File: src/rtl/riscv_pkg.sv
// rtl/riscv_pkg.sv - shared RV32I load/store constants, LSU state encoding and request helpers
//
// Purpose: funct3 and opcode constants, LSU FSM state type, and small pure
// functions used to classify a request and build its byte enables / write data.
// Ports: none (package).

package riscv_pkg;

  localparam logic [6:0] LOAD  = 7'b0000011;
  localparam logic [6:0] STORE = 7'b0100011;

  localparam logic [2:0] F3_LB  = 3'd0;
  localparam logic [2:0] F3_LH  = 3'd1;
  localparam logic [2:0] F3_LW  = 3'd2;
  localparam logic [2:0] F3_LBU = 3'd4;
  localparam logic [2:0] F3_LHU = 3'd5;
  localparam logic [2:0] F3_SB  = 3'd0;
  localparam logic [2:0] F3_SH  = 3'd1;
  localparam logic [2:0] F3_SW  = 3'd2;

  typedef enum logic [1:0] {
    LSU_IDLE = 2'd0,
    LSU_BUS  = 2'd1,
    LSU_RESP = 2'd2
  } lsu_state_t;

  // Unknown funct3 or a halfword/word access that straddles its natural boundary.
  function automatic logic lsu_illegal(input logic store, input logic [2:0] f3,
                                       input logic [1:0] off);
    logic bad;
    bad = 1'b0;
    if (store) begin
      if (f3 > F3_SW) bad = 1'b1;
    end else if (f3 == 3'd3 || f3 == 3'd6 || f3 == 3'd7) begin
      bad = 1'b1;
    end
    // LH/LHU/SH share funct3[1:0]=01; LW/SW are funct3=2 (6 is already rejected).
    if (f3[1:0] == 2'b01 && off[0]) bad = 1'b1;
    if (f3 == F3_LW && off != 2'b00) bad = 1'b1;
    return bad;
  endfunction

  function automatic logic [3:0] lsu_be(input logic store, input logic [2:0] f3,
                                        input logic [1:0] off);
    logic [3:0] be;
    be = 4'b1111;
    if (store) begin
      case (f3)
        F3_SB:   be = 4'b0001 << off;
        F3_SH:   be = off[1] ? 4'b1100 : 4'b0011;
        default: be = 4'b1111;
      endcase
    end
    return be;
  endfunction

  // Replicate the store operand across all lanes so the byte enables alone pick the target.
  function automatic logic [31:0] lsu_wdata(input logic [2:0] f3, input logic [31:0] data);
    logic [31:0] w;
    case (f3)
      F3_SB:   w = {4{data[7:0]}};
      F3_SH:   w = {2{data[15:0]}};
      default: w = data;
    endcase
    return w;
  endfunction

endpackage

File: src/rtl/lsu_load_align.sv
// rtl/lsu_load_align.sv - extracts and extends a load result from a 32-bit bus word
//
// Purpose: combinational lane select plus sign/zero extension for RV32I loads.
// Ports:
//   rdata  in  32  word returned by memory
//   offset in  2   byte offset of the original address
//   funct3 in  3   load funct3 (LB/LH/LW/LBU/LHU)
//   result out 32  extended load value

import riscv_pkg::*;

module lsu_load_align (
  input  logic [31:0] rdata,
  input  logic [1:0]  offset,
  input  logic [2:0]  funct3,
  output logic [31:0] result
);

  logic [7:0]  byte_sel;
  logic [15:0] half_sel;

  always_comb begin
    byte_sel = rdata[7:0];
    case (offset)
      2'd0: byte_sel = rdata[7:0];
      2'd1: byte_sel = rdata[15:8];
      2'd2: byte_sel = rdata[23:16];
      2'd3: byte_sel = rdata[31:24];
      default: byte_sel = rdata[7:0];
    endcase
    half_sel = offset[1] ? rdata[31:16] : rdata[15:0];

    case (funct3)
      F3_LB:   result = {{24{byte_sel[7]}}, byte_sel};
      F3_LH:   result = {{16{half_sel[15]}}, half_sel};
      F3_LBU:  result = {24'd0, byte_sel};
      F3_LHU:  result = {16'd0, half_sel};
      default: result = rdata;
    endcase
  end

endmodule

File: src/rtl/load_store_unit.sv
// rtl/load_store_unit.sv - data-side load/store unit driving a word-addressed memory bus
//
// Purpose: accepts one load/store per handshake, rejects illegal/misaligned
// requests, performs one bus transfer with optional timeout, returns the result.
// Ports:
//   clk, rst (async active-low)
//   req_valid/req_ready/req_store/req_funct3/req_addr/req_wdata  request side
//   resp_valid/resp_rdata/resp_err                               response side
//   mem_req/mem_we/mem_be/mem_addr/mem_wdata/mem_ack/mem_rdata    memory bus

import riscv_pkg::*;

module load_store_unit #(
  parameter int WIDTH   = 32,
  parameter int TIMEOUT = 16
) (
  input  logic             clk,
  input  logic             rst,
  input  logic             req_valid,
  output logic             req_ready,
  input  logic             req_store,
  input  logic [2:0]       req_funct3,
  input  logic [WIDTH-1:0] req_addr,
  input  logic [WIDTH-1:0] req_wdata,
  output logic             resp_valid,
  output logic [WIDTH-1:0] resp_rdata,
  output logic             resp_err,
  output logic             mem_req,
  output logic             mem_we,
  output logic [3:0]       mem_be,
  output logic [WIDTH-1:0] mem_addr,
  output logic [WIDTH-1:0] mem_wdata,
  input  logic             mem_ack,
  input  logic [WIDTH-1:0] mem_rdata
);

  localparam int CW = (TIMEOUT > 1) ? $clog2(TIMEOUT) : 1;
  // Counter value at the edge on which the TIMEOUT-th unacknowledged cycle ends.
  localparam logic [CW-1:0] TO_LAST = CW'(TIMEOUT - 1);

  lsu_state_t state, state_next;

  logic          op_store;
  logic [2:0]    op_f3;
  logic [1:0]    op_off;
  logic [CW-1:0] cnt;
  logic          req_bad;
  logic          timeout_hit;
  logic [31:0]   load_result;

  assign req_bad = lsu_illegal(req_store, req_funct3, req_addr[1:0]);

  lsu_load_align u_align (
    .rdata  (mem_rdata),
    .offset (op_off),
    .funct3 (op_f3),
    .result (load_result)
  );

  always_ff @(posedge clk or negedge rst) begin
    if (!rst) state <= LSU_IDLE;
    else      state <= state_next;
  end

  always_comb begin
    state_next  = state;
    timeout_hit = 1'b0;
    req_ready   = (state == LSU_IDLE);
    mem_req     = (state == LSU_BUS);
    resp_valid  = (state == LSU_RESP);
    case (state)
      LSU_IDLE: if (req_valid) state_next = req_bad ? LSU_RESP : LSU_BUS;
      LSU_BUS: begin
        if (mem_ack) begin
          state_next = LSU_RESP;
        end else if (TIMEOUT > 0 && cnt == TO_LAST) begin
          timeout_hit = 1'b1;
          state_next  = LSU_RESP;
        end
      end
      LSU_RESP: state_next = LSU_IDLE;
      default:  state_next = LSU_IDLE;
    endcase
  end

  always_ff @(posedge clk or negedge rst) begin
    if (!rst) begin
      op_store   <= 1'b0;
      op_f3      <= 3'd0;
      op_off     <= 2'd0;
      cnt        <= '0;
      mem_we     <= 1'b0;
      mem_be     <= 4'd0;
      mem_addr   <= '0;
      mem_wdata  <= '0;
      resp_rdata <= '0;
      resp_err   <= 1'b0;
    end else begin
      case (state)
        LSU_IDLE: begin
          if (req_valid) begin
            cnt      <= '0;
            op_store <= req_store;
            op_f3    <= req_funct3;
            op_off   <= req_addr[1:0];
            if (req_bad) begin
              resp_err   <= 1'b1;
              resp_rdata <= '0;
            end else begin
              mem_we    <= req_store;
              mem_be    <= lsu_be(req_store, req_funct3, req_addr[1:0]);
              mem_addr  <= {req_addr[WIDTH-1:2], 2'b00};
              mem_wdata <= req_store ? lsu_wdata(req_funct3, req_wdata) : '0;
            end
          end
        end
        LSU_BUS: begin
          if (mem_ack) begin
            resp_err   <= 1'b0;
            resp_rdata <= op_store ? '0 : load_result;
          end else begin
            cnt <= cnt + 1'b1;
            if (timeout_hit) begin
              resp_err   <= 1'b1;
              resp_rdata <= '0;
            end
          end
        end
        default: ;
      endcase
    end
  end

endmodule

File: config.mk
export PLATFORM = sky130hd
export DESIGN_NAME = load_store_unit
export DESIGN_NICKNAME = d
export VERILOG_FILES = /design/src/rtl/riscv_pkg.sv /design/src/rtl/lsu_load_align.sv /design/src/rtl/load_store_unit.sv
export SDC_FILE = /design/constraint.sdc
export NUM_CORES = 1
export LEC_CHECK = 0
export ABC_AREA = 1
export BUFFER_PORTS_ARGS = -buffer_cell sky130_fd_sc_hd__buf_2
export CAP_MARGIN = 40
export CORE_UTILIZATION = 49
export CTS_CLUSTER_DIAMETER = 100
export DETAILED_ROUTE_END_ITERATION = 12
export PLACE_DENSITY = 0.79
export SYNTH_ARGS = -nofsm -noshare
export SYNTH_HDL_FRONTEND = slang
export SYNTH_SLANG_ARGS = --single-unit
File: constraint.sdc
create_clock -name clk -period 1.8 [get_ports clk]
set_clock_uncertainty 0.15 [all_clocks]
set_input_delay 0.09 -clock clk [delete_from_list [all_inputs] [get_ports clk]]
set_output_delay 0.09 -clock clk [all_outputs]
set_load 0.02 [all_outputs]
Yosys cells after proc, flatten, opt, wreduce, memory -nomap -nowiden:

Cells that the tools add are included.

* reduce and logical (&&, ||, !) cells: 15
* magnitude comparators: 1
* shift operators: 1
* bitwise operators: 1
* equality and inequality tests: 20
* $add $sub $neg: 1
* mux-type cells: 35

Operator list (count)
* two-way mux 32 bit: 6
* one-hot mux 32 bit (2 select lines): 2
* one-hot mux 32 bit (4 select lines): 1
* one-hot mux 8 bit (4 select lines): 1
* two-way mux 16 bit: 1
* two-way mux 4 bit: 4
* one-hot mux 4 bit (2 select lines): 2
* == test 3 bit, second input constant: 4
* two-way mux 1 bit: 12
* two-way mux 2 bit: 4
* == test 2 x 1 -> 1 bit, second input constant: 3
* == test 2 bit, second input constant: 3
* == test 3 x 1 -> 1 bit, second input constant: 2
* == test 3 x 2 -> 1 bit, second input constant: 2
* zero test 3 bit: 2
* inequality test 3 x 1 -> 1 bit, second input constant: 2
* AND reduction 3 bit: 2
* adder 4 x 1 -> 4 bit, second input constant: 1
* == test 4 bit, second input constant: 1
* zero test 2 bit: 2
* inequality test 2 bit, second input constant: 2
* one-hot mux 2 bit (2 select lines): 1
* AND reduction 2 bit: 2
* AND reduction 4 bit: 1
* other kinds (8): 11

* bits of input ports: 104
* logic and storage cells: 85
* bits in registers: 112
* output and inout port bits: 105

Depth between registers and ports, before layout:

Gate-level depths: netlist of the first run.

* word-level depth: 10
* mapped depth: 9
* gate-level depth less buffers: 8

By module:

A second synthesis of the first run with hierarchy kept.

* cell total of the unflattened synthesis: 728
* area total of the unflattened synthesis: 5604.1 um^2

By module, submodules not included
* load_store_unit: cells each 582, area an instance 4842.1 um^2, sequential area each 2802.7 um^2, instances 1
* lsu_load_align: cells each 146, area an instance 762.0 um^2, sequential area each 0.0 um^2, instances 1

Least setup slack after synthesis of the first run:

Ideal clock, no wire load.

* path type: reg-to-reg
* start: register state[0]
* end: register mem_addr[10]
* data required time: 1.534 ns
* cell stages (with the launch flop): 9
* setup slack: 0.080 ns
* library setup time: 0.116 ns
* buffers on the path: 2
* period minus slack after synthesis: 1.720 ns
* data arrival time: 1.453 ns
* cells stage by stage: dfrtp_1 nor2_1 nand2_1 inv_1 nand3_4 buf_6 buf_6 nand2_1 nand2_1

* longest elaborated chain between the ends: 2

RTL lines
* from (decl): line load_store_unit.sv:41 `lsu_state_t state, state_next;`
* from (signal assigned): line load_store_unit.sv:62 `else state <= state_next;`
* zero test 2 bit
* net req_ready: line load_store_unit.sv:20 `output logic req_ready,`
* AND reduction 3 bit (no line)
* to (signal assigned): line load_store_unit.sv:112 `mem_addr <= {req_addr[WIDTH-1:2], 2'b00};`
* to (decl): line load_store_unit.sv:31 `output logic [WIDTH-1:0] mem_addr,`

The timed path passes the listed nets, and every way through them passes these cells.
A chain may end at the register's enable or synchronous reset.

Worst setup path after layout of the first run:

* start: input port req_funct3[0]
* end: register mem_addr[31]

* longest elaborated chain between the ends: 9
* elaborated cells on any way between the ends: 17
* those cells by class: order compare (1); eq/ne (5); mux (5); bitwise (1); reduce/logical (5)

RTL lines
* from (decl): line load_store_unit.sv:22 `input logic [2:0] req_funct3,`
* parallel branches: the longest is 6 deep, another holds greater-than comparator 3 x 2 -> 1 bit
* two-way mux 1 bit *: line riscv_pkg.sv:39 `if (f3 == F3_LW && off != 2'b00) bad = 1'b1;`
* inverter 1 bit (no line) *
* AND reduction 3 bit (no line) *

Every way passes the cells marked *.

==> flow_summary.toml, run 1 <==
[sta]
period_minus_slack_ns = 1.70
rsz0062_at_grt = "false"
slew_violations = 0
timing.final.crit_share_pct = 94.5
setup_slack_ns = 0.0995
tns_ns = 0
slew_headroom_pct = 53.2
setup_viol_count_final = 0
worstMarginPinSlew_ns = 0.700
max_freq_ghz = 0.588
hold_violations = 0

[clock_tree]
tritoncts_num_sinks = 112
clk_pin_slew_ns = 0.10
cts_root_buffer = "clkbuf_8"
cts_tree = "done"
htreeDepth = 3
clock_latency_ns = 0.36
cts_made_buffers = 9
clock_path_buffers = 2

[route]
antenna_left = 0
vias = 5986
drtIter0Drc = 497
drt_wl_total_mm = 17.5
dr.pass1.iters = 5
wire_per_inst_um = 15.0
drcViolationCount = 0
viasPerCell = 5.13

[placed_design]
routabilityCongestion = 0.901
place_area_um2 = 6690
io_buffers = 206
place_ws_ns = 0.152
place_hpwl_mm = 10.8
place_inst = 1049

[floorplanning]
die_y_um = 108
initial_utilization_pct = 50.5
num_io_pins = 209
placementRows = 38
die-area_um2 = 11600
dieWidth_um = 108
coreArea_um2 = 10800

[logic_synthesis]
ys_seq_area_share_pct = 51.2
yosys.cell_types.count = 31
yosysWarnings = 0
synth_seq_cells = 112
syn_inst = 721
syn_avg_cell_area_um2 = 7.59
synth.cell_area_um2 = 5470

[cells_and_area]
fillers = 796
layout_commonest_cell = "nand2_1"
syn2layout_area_growth_pct = 44.6
final_cell_area_um2 = 7910
stdcell_count = 1166
n_antenna_cell = 0
layout.cells.most_common_list = "nand2_1 (341), buf_2 (205), dfrtp_1 (112)"
drive_above_1_share_pct = 25.8
nets = 1127

[pwr]
p_per_area_nw_per_um2 = 1210
p_leak_nw = 4.54
peakVddDrop_mv = 0.812
power_w = 0.00959

[global_routing]
grt_pass1_vias = 5978
grt_max_degree = 57
grt_pass1_wl_mm = 28.0
grtUsageTotal_pct = 31.2
overflow = 0
antenna_found_initial = 0

[job]
drv_cap = 0

[critical_path]
crit_path_end_kind = "flop"
critical_path_class = "in2reg"
path_max_fanout = 19
arrival_ns = 1.80
crit_required_ns = 1.90
start_kind = "input port"

[worst_hold_path]
hold_path.class = "in2reg"

[outcome]
outcome = "completed"
[cells in the mapped netlist]
cell      number  area [um^2]
a21oi_1        9         45.0
o21ai_1        1         5.00
nand3_1       38          190
or2_2         15         93.8
nand3_2        2         20.0
nand2_2        2         12.5
nand3_4        1         17.5
clkbuf_1       9         33.8
and3_1         1         6.26
nand2_1      341         1280
inv_1         33          124
nor2_2         1         6.26
o21a_1         1         7.51
o211ai_1       8         60.1
dfrtp_1      112         2800
buf_6          6         67.6
ha_1           1         12.5
nor2_8         1         20.0
buf_2         18         90.1
buf_1          1         3.75
nor2_1        53          199
xnor2_1        1         8.76
buf_4          2         15.0
a211oi_1       1         7.51
o21ai_0       40          200
conb_1         1         3.75
a31oi_1        1         6.26
nand3b_1       6         45.0
nand4_1       11         68.8
inv_2          3         11.3
nor3_1         1         5.00
[worst max-delay path, stage by stage]
cell,delay [ns]
dlygate4sd3_1,0.53
buf_2,0.18
nor2_2,0.14
nand2_1,0.08
nand2_1,0.16
nand3_4,0.20
buf_4,0.26
nand2_1,0.09
nand2_1,0.07
[timing repair]
item / in CTS / in global routing
endpoints found under the setup margin: 0 / 34
hold buffers: 101 / 0
gates resized for setup: 0 / 2
hold endpoints to repair: 216 / 0
setup buffers: 0 / 1
[logic make-up after synthesis]
logic type | share of synthesized area, %
adders and majority gates | 0.229
other | 0.0686
and+or+nand+nor | 35.9
AOI/OAI and AO/OA | 6.06
xor gates and xnor gates | 0.160
DFF | 51.2
buffers and inverters | 6.31
[flip-flops by register name, summed over array words and instances, names as in the netlist]
name and count:
cnt 4, mem_addr 30, mem_be 4, mem_wdata 32, mem_we 1, op_f3 3
op_off 2, op_store 1, resp_err 1, resp_rdata 32, state 2
[final timing paths]
check                                     from              to  slack, ns  cells after the start
worst min-delay path                 req_valid       mem_be[1]       0.03                      3
max in group asynchronous                  rst   mem_wdata[10]       0.28                      3
worst min register to register  resp_rdata[16]  resp_rdata[16]       0.33                      2
min in group asynchronous                  rst   resp_rdata[4]       0.11                      3
worst max-delay path             req_funct3[0]    mem_addr[31]        0.1                      9
worst max register to register        state[0]    mem_addr[31]       0.16                      7
[layout make-up]
| cell class | instances | area (um^2) | share of cell area (%) |
|---|---|---|---|
| multi-input cells | 538 | 2320 | 29.4 |
| well taps | 140 | 175 | 2.21 |
| clock buffers | 9 | 124 | 1.57 |
| repair buffers | 325 | 2270 | 28.7 |
| clock inverters | 6 | 77.6 | 0.981 |
| inverters | 36 | 139 | 1.76 |
| flip-flops and latches | 112 | 2800 | 35.4 |
[through the flow]
step	util (%)	hold slack, ns
after floorplan	-	-0.356
after global placement	61.7	-0.167
after detailed placement	61.7	-0.167
after CTS	72.9	0.0252
after global routing	73.0	0.0567
final	73.0	0.0335
[per-layer routing]
metal	vias up	GRT usage, %	wire length, um
met5	-	0	0
met4	0	15.9	692
li1	2855	-	-
met3	61	7.38	1550
met1	2720	37.1	6860
met2	350	52.7	8390
[power breakdown]
group          internal (W)  switching, W  total (W)  leakage [nW]
combinational       0.00148       0.00275    0.00422          2.98
clock              0.000662      0.000890    0.00155        0.0993
sequential          0.00330      0.000508    0.00381          1.46
total               0.00545       0.00414    0.00959          4.54
Power figures use the tool's default switching activity.
==> inputs of run 2 (changes only) <==
--- a/config.mk
+++ b/config.mk
@@ -8,10 +8,11 @@
 export ABC_AREA = 1
 export BUFFER_PORTS_ARGS = -buffer_cell sky130_fd_sc_hd__buf_2
 export CAP_MARGIN = 40
-export CORE_UTILIZATION = 49
+export CORE_UTILIZATION = 51
+export CTS_BUF_LIST = sky130_fd_sc_hd__clkbuf_8
 export CTS_CLUSTER_DIAMETER = 100
 export DETAILED_ROUTE_END_ITERATION = 12
-export PLACE_DENSITY = 0.79
+export PLACE_DENSITY = 0.82
 export SYNTH_ARGS = -nofsm -noshare
 export SYNTH_HDL_FRONTEND = slang
 export SYNTH_SLANG_ARGS = --single-unit
==> flow_summary.toml, run 2 (synthesized netlist as in run 1, its figures left out) <==
[critical_path]
start_kind = "flop"
critical_path_class = "reg2reg"
r2r_setup_slack_ns = 0.16
reg2reg_from = "op_off[1]"
crit_path_start = "op_off[1]"
endpoint = "resp_rdata[18]"
r2r_end = "resp_rdata[18]"
crit_required_ns = 1.91
ff2ff_path_depth = 7
arrival_ns = 1.75
path_max_fanout = 16
crit_path_end_kind = "flop"

[floorplanning]
initial_utilization_pct = 52.7
die-area_um2 = 11100
num_io_pins = 209
dieWidth_um = 106
die_y_um = 106
coreArea_um2 = 10400
placementRows = 37

[global_routing]
grtUsageTotal_pct = 32.5
antenna_found_initial = 1
overflow = 0
grt_pass1_vias = 6028
grt_max_degree = 58
grt_pass1_wl_mm = 28.5

[cells_and_area]
layout.cells.most_common_list = "nand2_1 (341), buf_2 (205), dfrtp_1 (112)"
nets = 1122
multi_input_area_um2 = 2330
drive_above_1_share_pct = 25.7
syn2layout_area_growth_pct = 42.9
top_regs = "mem_wdata x32, resp_rdata x32, mem_addr x30"
regArea_um2 = 2800
fillers = 717
stdcell_count = 1158
layout_commonest_cell = "nand2_1"

[job]
drv_cap = 0

[pwr]
peakVddDrop_mv = 0.828
p_per_area_nw_per_um2 = 1220
p_leak_nw = 4.51

[sta]
tns_ns = 0
timing.final.crit_share_pct = 91.2
period_minus_slack_ns = 1.64
setup_viol_count_final = 0
hold_violations = 0
fin_hold_ws_ns = 0.00265
slew_violations = 0
max_freq_ghz = 0.609
rsz0062_at_grt = "false"

[clock_tree]
clk_pin_slew_ns = 0.10
htreeDepth = 3
clock_latency_ns = 0.36
cts_root_buffer = "clkbuf_8"
cts_made_buffers = 9
cts_tree = "done"
tritoncts_num_sinks = 112
clock_path_buffers = 2

[route]
drcViolationCount = 0
viasPerCell = 5.26
wire_per_inst_um = 15.6
drt_wl_total_mm = 18.0
drtIter0Drc = 466
dr.pass1.iters = 6
antenna_left = 0
vias = 6096

[worst_hold_path]
hold_path.class = "in2reg"

[placed_design]
io_buffers = 206
routabilityCongestion = 0.884
place_inst = 1045
place_hpwl_mm = 10.8

[outcome]
outcome = "completed"
==> run 2: changes by cell type in the layout (fill, tap and decap cells not counted), sizes merged <==
cell,delta
diode,+1
dlygate4sd3,-4
buf,-1
clkinv,-2
inv,+2
==> run 2: final cells by class <==
cell class / count / share of cell area, %
Timing Repair Buffer: 320 / 28.1
Sequential cell: 112 / 35.9
Clock buffer: 9 / 1.58
Inverter: 36 / 1.73
Antenna cell: 1 / 0.0320
Tap cell: 136 / 2.18
Clock inverter: 6 / 0.784
Multi-Input combinational cell: 538 / 29.8
==> run 2: layer usage <==
layer	vias up	wire length, um	global-route usage [%]
met3	93	1580	6.31
met5	-	0	0
met1	2784	6830	39.2
met4	0	832	17.3
met2	372	8770	55.4
li1	2847	-	-
==> run 2: worst max-delay path, cell delays in order, from the launching register on <==
cell and delay (ns):
dfrtp_1 0.45, inv_2 0.12, nand2_1 0.09, nand2_1 0.07
a21oi_1 0.19, nand2_2 0.24, nand2_1 0.16, nand2_1 0.07
==> run 2: stage by stage <==
step	power (W)	area, um^2	util (%)	setup slack, ns
finish	0.00955	7820	75.4	0.159
global route	0.0101	7820	75.4	0.00958
CTS	0.00941	7810	75.3	0.190
detailed placement	0.00776	6660	64.2	0.206
global placement	0.00769	6660	64.2	0.220
floorplan	0.00634	5470	-	0.0803
==> run 2: worst min-delay path by stage <==
stage | slack [ns] | startpoint | depth (start not counted) | endpoint
after floorplan | -0.36 | rst | 0 | cnt[0]
after global placement | -0.11 | rst | 1 | mem_wdata[15]
after detailed placement | -0.11 | rst | 1 | mem_wdata[15]
after CTS | 0.0005 | req_valid | 3 | mem_we
after global routing | 0.02 | req_valid | 3 | mem_we
final | 0.003 | req_valid | 3 | mem_we
==> run 2: what timing repair did <==
item,4_1_cts,5_1_grt
buffers inserted,0,0
resized for setup,0,1
hold buffers,97,0
endpoints found under the setup margin,0,1
endpoints found under the hold margin,215,0
==> run 2: power by group <==
group | switching, W | internal (W) | leakage [nW] | total, W
clock network | 0.000841 | 0.000633 | 0.0943 | 0.00147
registers | 0.000525 | 0.00331 | 1.46 | 0.00383
logic | 0.00279 | 0.00145 | 2.96 | 0.00424
total | 0.00416 | 0.00539 | 4.51 | 0.00955
